`src/rtl/axi_master_mux.sv`:
```
// rtl/axi_master_mux.sv - routes one granted master to the shared AXI slave for a full transaction
module axi_master_mux #(
  parameter int NUM_M  = 2,
  parameter int ADDR_W = 32,
  parameter int DATA_W = 32
) (
  input  logic                    clk,
  input  logic                    rst,
  input  logic [NUM_M-1:0]        gnt,
  input  logic [NUM_M*ADDR_W-1:0] m_awaddr,
  input  logic [NUM_M-1:0]        m_awvalid,
  output logic [NUM_M-1:0]        m_awready,
  input  logic [NUM_M*DATA_W-1:0] m_wdata,
  input  logic [NUM_M-1:0]        m_wvalid,
  input  logic [NUM_M-1:0]        m_wlast,
  output logic [NUM_M-1:0]        m_wready,
  output logic [1:0]              m_bresp,
  output logic [NUM_M-1:0]        m_bvalid,
  input  logic [NUM_M-1:0]        m_bready,
  input  logic [NUM_M*ADDR_W-1:0] m_araddr,
  input  logic [NUM_M-1:0]        m_arvalid,
  output logic [NUM_M-1:0]        m_arready,
  output logic [DATA_W-1:0]       m_rdata,
  output logic [1:0]              m_rresp,
  output logic                    m_rlast,
  output logic [NUM_M-1:0]        m_rvalid,
  input  logic [NUM_M-1:0]        m_rready,
  output logic [ADDR_W-1:0]       s_awaddr,
  output logic                    s_awvalid,
  input  logic                    s_awready,
  output logic [DATA_W-1:0]       s_wdata,
  output logic                    s_wvalid,
  output logic                    s_wlast,
  input  logic                    s_wready,
  input  logic [1:0]              s_bresp,
  input  logic                    s_bvalid,
  output logic                    s_bready,
  output logic [ADDR_W-1:0]       s_araddr,
  output logic                    s_arvalid,
  input  logic                    s_arready,
  input  logic [DATA_W-1:0]       s_rdata,
  input  logic [1:0]              s_rresp,
  input  logic                    s_rlast,
  input  logic                    s_rvalid,
  output logic                    s_rready,
  output logic                    busy,
  output logic                    txn_done,
  output logic [1:0]              txn_resp
);

  localparam int SEL_W = (NUM_M > 1) ? $clog2(NUM_M) : 1;

  typedef enum logic [2:0] {S_IDLE, S_AW, S_W, S_B, S_AR, S_R} state_t;

  state_t           r_state, w_state_nxt;
  logic [SEL_W-1:0] r_sel, w_sel_nxt, w_gnt_idx;
  logic             r_txn_done, w_done_nxt;
  logic [1:0]       r_txn_resp, w_resp_nxt;

  // Multi-hot grants are resolved to the lowest index: scan downward so the last hit wins.
  always_comb begin
    w_gnt_idx = '0;
    for (int i = NUM_M-1; i >= 0; i--) begin
      if (gnt[i]) w_gnt_idx = SEL_W'(i);
    end
  end

  always_ff @(posedge clk or negedge rst) begin
    if (!rst) begin
      r_state    <= S_IDLE;
      r_sel      <= '0;
      r_txn_done <= 1'b0;
      r_txn_resp <= 2'b00;
    end else begin
      r_state    <= w_state_nxt;
      r_sel      <= w_sel_nxt;
      r_txn_done <= w_done_nxt;
      r_txn_resp <= w_resp_nxt;
    end
  end

  always_comb begin
    w_state_nxt = r_state;
    w_sel_nxt   = r_sel;
    w_done_nxt  = 1'b0;
    w_resp_nxt  = r_txn_resp;
    s_awvalid   = 1'b0;
    s_wvalid    = 1'b0;
    s_bready    = 1'b0;
    s_arvalid   = 1'b0;
    s_rready    = 1'b0;
    m_awready   = '0;
    m_wready    = '0;
    m_bvalid    = '0;
    m_arready   = '0;
    m_rvalid    = '0;
    case (r_state)
      S_IDLE: begin
        if (gnt != '0) begin
          if (m_awvalid[w_gnt_idx]) begin
            w_sel_nxt   = w_gnt_idx;
            w_state_nxt = S_AW;
          end else if (m_arvalid[w_gnt_idx]) begin
            w_sel_nxt   = w_gnt_idx;
            w_state_nxt = S_AR;
          end
        end
      end
      S_AW: begin
        s_awvalid        = m_awvalid[r_sel];
        m_awready[r_sel] = s_awready;
        if (s_awvalid && s_awready) w_state_nxt = S_W;
      end
      S_W: begin
        s_wvalid        = m_wvalid[r_sel];
        m_wready[r_sel] = s_wready;
        if (s_wvalid && s_wready && s_wlast) w_state_nxt = S_B;
      end
      S_B: begin
        m_bvalid[r_sel] = s_bvalid;
        s_bready        = m_bready[r_sel];
        if (s_bvalid && s_bready) begin
          w_state_nxt = S_IDLE;
          w_done_nxt  = 1'b1;
          w_resp_nxt  = s_bresp;
        end
      end
      S_AR: begin
        s_arvalid        = m_arvalid[r_sel];
        m_arready[r_sel] = s_arready;
        if (s_arvalid && s_arready) w_state_nxt = S_R;
      end
      S_R: begin
        m_rvalid[r_sel] = s_rvalid;
        s_rready        = m_rready[r_sel];
        if (s_rvalid && s_rready && s_rlast) begin
          w_state_nxt = S_IDLE;
          w_done_nxt  = 1'b1;
          w_resp_nxt  = s_rresp;
        end
      end
      default: w_state_nxt = S_IDLE;
    endcase
  end

  // Payloads follow the latched master unconditionally; only valid/ready are gated by state.
  assign s_awaddr = m_awaddr[r_sel*ADDR_W +: ADDR_W];
  assign s_araddr = m_araddr[r_sel*ADDR_W +: ADDR_W];
  assign s_wdata  = m_wdata[r_sel*DATA_W +: DATA_W];
  assign s_wlast  = m_wlast[r_sel];
  assign m_bresp  = s_bresp;
  assign m_rdata  = s_rdata;
  assign m_rresp  = s_rresp;
  assign m_rlast  = s_rlast;
  assign busy     = (r_state != S_IDLE);
  assign txn_done = r_txn_done;
  assign txn_resp = r_txn_resp;

endmodule

```
`config.mk`:
```
export PLATFORM = sky130hd
export DESIGN_NAME = axi_master_mux
export DESIGN_NICKNAME = d
export VERILOG_FILES = /design/src/rtl/axi_master_mux.sv
export SDC_FILE = /design/constraint.sdc
export NUM_CORES = 1
export LEC_CHECK = 0
export BUFFER_PORTS_ARGS = -buffer_cell sky130_fd_sc_hd__buf_2
export CELL_PAD_IN_SITES_DETAIL_PLACEMENT = 1
export CELL_PAD_IN_SITES_GLOBAL_PLACEMENT = 1
export CORE_AREA = 4 4 154 156
export CTS_BUF_LIST = sky130_fd_sc_hd__clkbuf_16
export DETAILED_ROUTE_END_ITERATION = 6
export DIE_AREA = 0 0 158 160
export PLACE_DENSITY = 0.59
export SLEW_MARGIN = 20
export SYNTH_ARGS = -nofsm -noshare
export SYNTH_HDL_FRONTEND = slang
export SYNTH_SLANG_ARGS = --single-unit
```
`constraint.sdc`:
```
create_clock -name clk -period 1.5 [get_ports clk]
set_input_delay 0.15 -clock clk [delete_from_list [all_inputs] [get_ports clk]]
set_output_delay 0.15 -clock clk [all_outputs]
set_load 0.01 [all_outputs]
```
==> impl_metrics.csv <==
group,metric,value,unit
placement,post-dp-hpwl,12.0,mm
detailed_routing,via_count,3152,
flow_run,max-cap-violations,0,
critical_path,critPathArrivalTime,1.65,ns
logic_synthesis,synth-async-reset-ratio,1.00,
logic_synthesis,ys_seq_area_frac,0.0866,
hold_path,whs_path_depth,2,
logic_synthesis,syn_nets,472,
critical_path,worstRegToRegCells,6,
detailed_routing,wl_per_cell,17.8,microns
logic_synthesis,synth_compound_area_frac,0.0464,
detailed_routing,drtIter0Drc,71,
sta,setup_ws,-0.301,ns
floorplan,rows,55,
logic_synthesis,synth_fa_ha_area_frac,0,
sta,layout_min_cycle_time,1.80,ns
finish,syn2layout_area_growth,164,%
logic_synthesis,netlist_area,2020,sq um
floorplan,dieArea,25300,sq um
global_routing,grtUsageTotal,0.0991,
clock_network,path_clk_slew,0.04,ns
logic_synthesis,yosysWarnings,0,
hold_path,hold_start,"s_rlast",
run_status,outcome,"complete, but fails checks",
global_routing,grt_first_pass_wirelength,19.5,mm
critical_path,cp_max_fo,5,
floorplan,io_pins,403,
clock_network,cts_sinks,7,
critical_path,timing.rr.start,"r_sel$_DFFE_PN0P_",
global_routing,antenna_found_initial,0,
finish,nets,825,
floorplan,dieHeight,160,microns
logic_synthesis,synth_area_leaders,"mux2_2 (57%), buf_4 (14%), dfrtp_1 (8.7%), mux2i_1 (2.5%), nor3_1 (2.2%)",
logic_synthesis,synth.avg_cell_area,9.11,sq um
sta,relSlewSlack,0.797,
sta,final-max-slew-violation-count,0,
sta,fin_crit_sh,1.20,
clock_network,cts_tree,"done",
pwr,vdd_drop_max,372,uV
logic_synthesis,synth_edf_count,0,
logic_synthesis,synthXorXnorAreaFrac,0,
sta,rsz0062_at_grt,"yes",
clock_network,cts-root-buf,"clkbuf_16",
detailed_routing,drtPass1Iterations,4,
floorplan,core_area,22400,sq um
finish,multi_input_area,1710,sq um
sta,tightest_slew,0.301,ns
sta,holdWs,0.262,ns
logic_synthesis,synth_top_area_frac,0.568,
clock_network,clk_path_buf_depth,2,
global_routing,gr-total-overflow,0,
detailed_routing,drc_errors,0,
logic_synthesis,synth_top_family_by_area,"multiplexers",
sta,hold_viol,0,
logic_synthesis,yosys.area_share.simple,0.0971,
clock_network,insertion_delay,0.23,ns
placement,port_buffers,338,
logic_synthesis,synth_flop_cell,"dfrtp_1",
clock_network,cts_made_buffers,3,
finish,layout_commonest_cell,"buf_2",
logic_synthesis,syn_inst,222,
placement,gp_congestion,0.924,
detailed_routing,ant_nets,0,
detailed_routing,wirelength,15.3,mm
finish,regArea,181,sq um
logic_synthesis,ys_seq_elements,7,
logic_synthesis,synthDistinctLibCells,25,
floorplan,start_util,0.0905,
finish,fillers,2669,
critical_path,worst-setup-path-type,"flip-flop to output pin",
detailed_routing,viasPerCell,3.67,
critical_path,startpoint_type,"flip-flop",
finish,drive_gt1_frac,0.939,
sta,setup_violations,113,
hold_path,hold_class,"primary input to flip-flop",
sta,fin_skew,0.00131,ns
pwr,p_leak,2.63,nW
sta,setup_tns,-27.63,ns
finish,layout_common_cells,"buf_2 (256), mux2_2 (97), buf_6 (91), buf_4 (29), clkbuf_16 (12)",
floorplan,die_w,158,microns
critical_path,crit_start,"r_sel$_DFFE_PN0P_",
clock_network,htreeDepth,1,
logic_synthesis,synth_top_area_cell,"mux2_2",
global_routing,grt_pass1_vias,3446,
critical_path,cp-end-kind,"output pin",
sta,max_freq,555,MHz
global_routing,grt_max_degree,20,
finish,antenna_cells,0,
critical_path,required,1.35,ns
logic_synthesis,synth_mux_area_frac,0.592,
pwr,p_per_area,1540,nW/um^2
run_status,failed_checks,"setup timing",
==> final timing paths <==
path | endpoint | slack (ns)
max in group asynchronous | r_sel$_DFFE_PN0P_ | 1.01
worst max register to register | r_state[2]$_DFFE_PN0P_ | -0.29
worst max-delay path | s_araddr[3] | -0.30
worst min register to register | txn_resp[1]$_DFFE_PN0P_ | 0.50
worst min-delay path | txn_done$_DFF_PN0_ | 0.26
min in group asynchronous | r_sel$_DFFE_PN0P_ | 0.30
==> power by group <==
part / internal (W) / total [W] / switching [W]
combinational: 0.00436 / 0.00736 / 0.00300
sequential: 0.000289 / 0.000388 / 0.0000998
clock: 0.000347 / 0.000457 / 0.000109
total: 0.00500 / 0.00821 / 0.00321
==> through the flow <==
step | instance area [sq um] | utilization | total power (W) | cells | setup WS (ns)
2_1_floorplan | 2060 | - | 0.00308 | 222 | -0.0440
3_3_place_gp | 4040 | 0.181 | 0.00498 | 828 | -0.165
3_5_place_dp | 4040 | 0.181 | 0.00503 | 828 | -0.239
4_1_cts | 4710 | 0.211 | 0.00677 | 841 | -0.298
5_1_grt | 5340 | 0.239 | 0.00873 | 859 | -0.350
6_report | 5340 | 0.239 | 0.00821 | 859 | -0.301
==> metal layers <==
metal | part of all wire | GRT usage | vias up
met4 | 0.013 | 0.0206 | 0
met1 | 0.40 | 0.121 | 1472
li1 | - | - | 1476
met5 | 0 | 0 | -
met2 | 0.51 | 0.180 | 188
met3 | 0.079 | 0.0184 | 16
==> sequential cells by signal, indices dropped and copies added (netlist names) <==
signal	count
r_sel	1
r_state	3
txn_resp	2
txn_done	1
==> cells by family (layout without fill, tap and decap cells) <==
kind of cell / after synthesis / count (layout)
AOI/OAI and AO/OA: 16 / 16
buffers and inverters: 55 / 407
DFF: 7 / 7
muxes: 107 / 107
and+or+nand+nor: 37 / 37
==> timing repair <==
action,4_1_cts,5_1_grt
hold endpoints to repair,7,0
resized for setup,91,66
endpoints found under the setup margin,118,118
setup buffers,6,8
hold buffers,1,0
pin swaps,9,10
cloned,2,11
==> critical path, stage by stage (launching register included) <==
cell	delay [ns]
dfrtp_4	0.50
buf_4	0.17
clkbuf_16	0.17
buf_16	0.14
mux2_2	0.30
buf_6	0.13
==> synthesized netlist by cell type (5+ instances only) <==
library cell	number
mux2_2	102
buf_4	37
nor3_1	9
clkbuf_1	8
dfrtp_1	7
nand2_1	7
nor2_1	6
o21ai_0	6
a21oi_1	5
buf_2	5
mux2i_1	5
==> final cells by class <==
cell class	instances	share of cell area
Multi-Input combinational cell	160	0.320
Clock inverter	1	0.000703
Sequential cell	7	0.0340
Inverter	4	0.00281
Timing Repair Buffer	399	0.561
Tap cell	285	0.0668
Clock buffer	3	0.0141
Note: power is estimated with default switching activity, not from simulation.
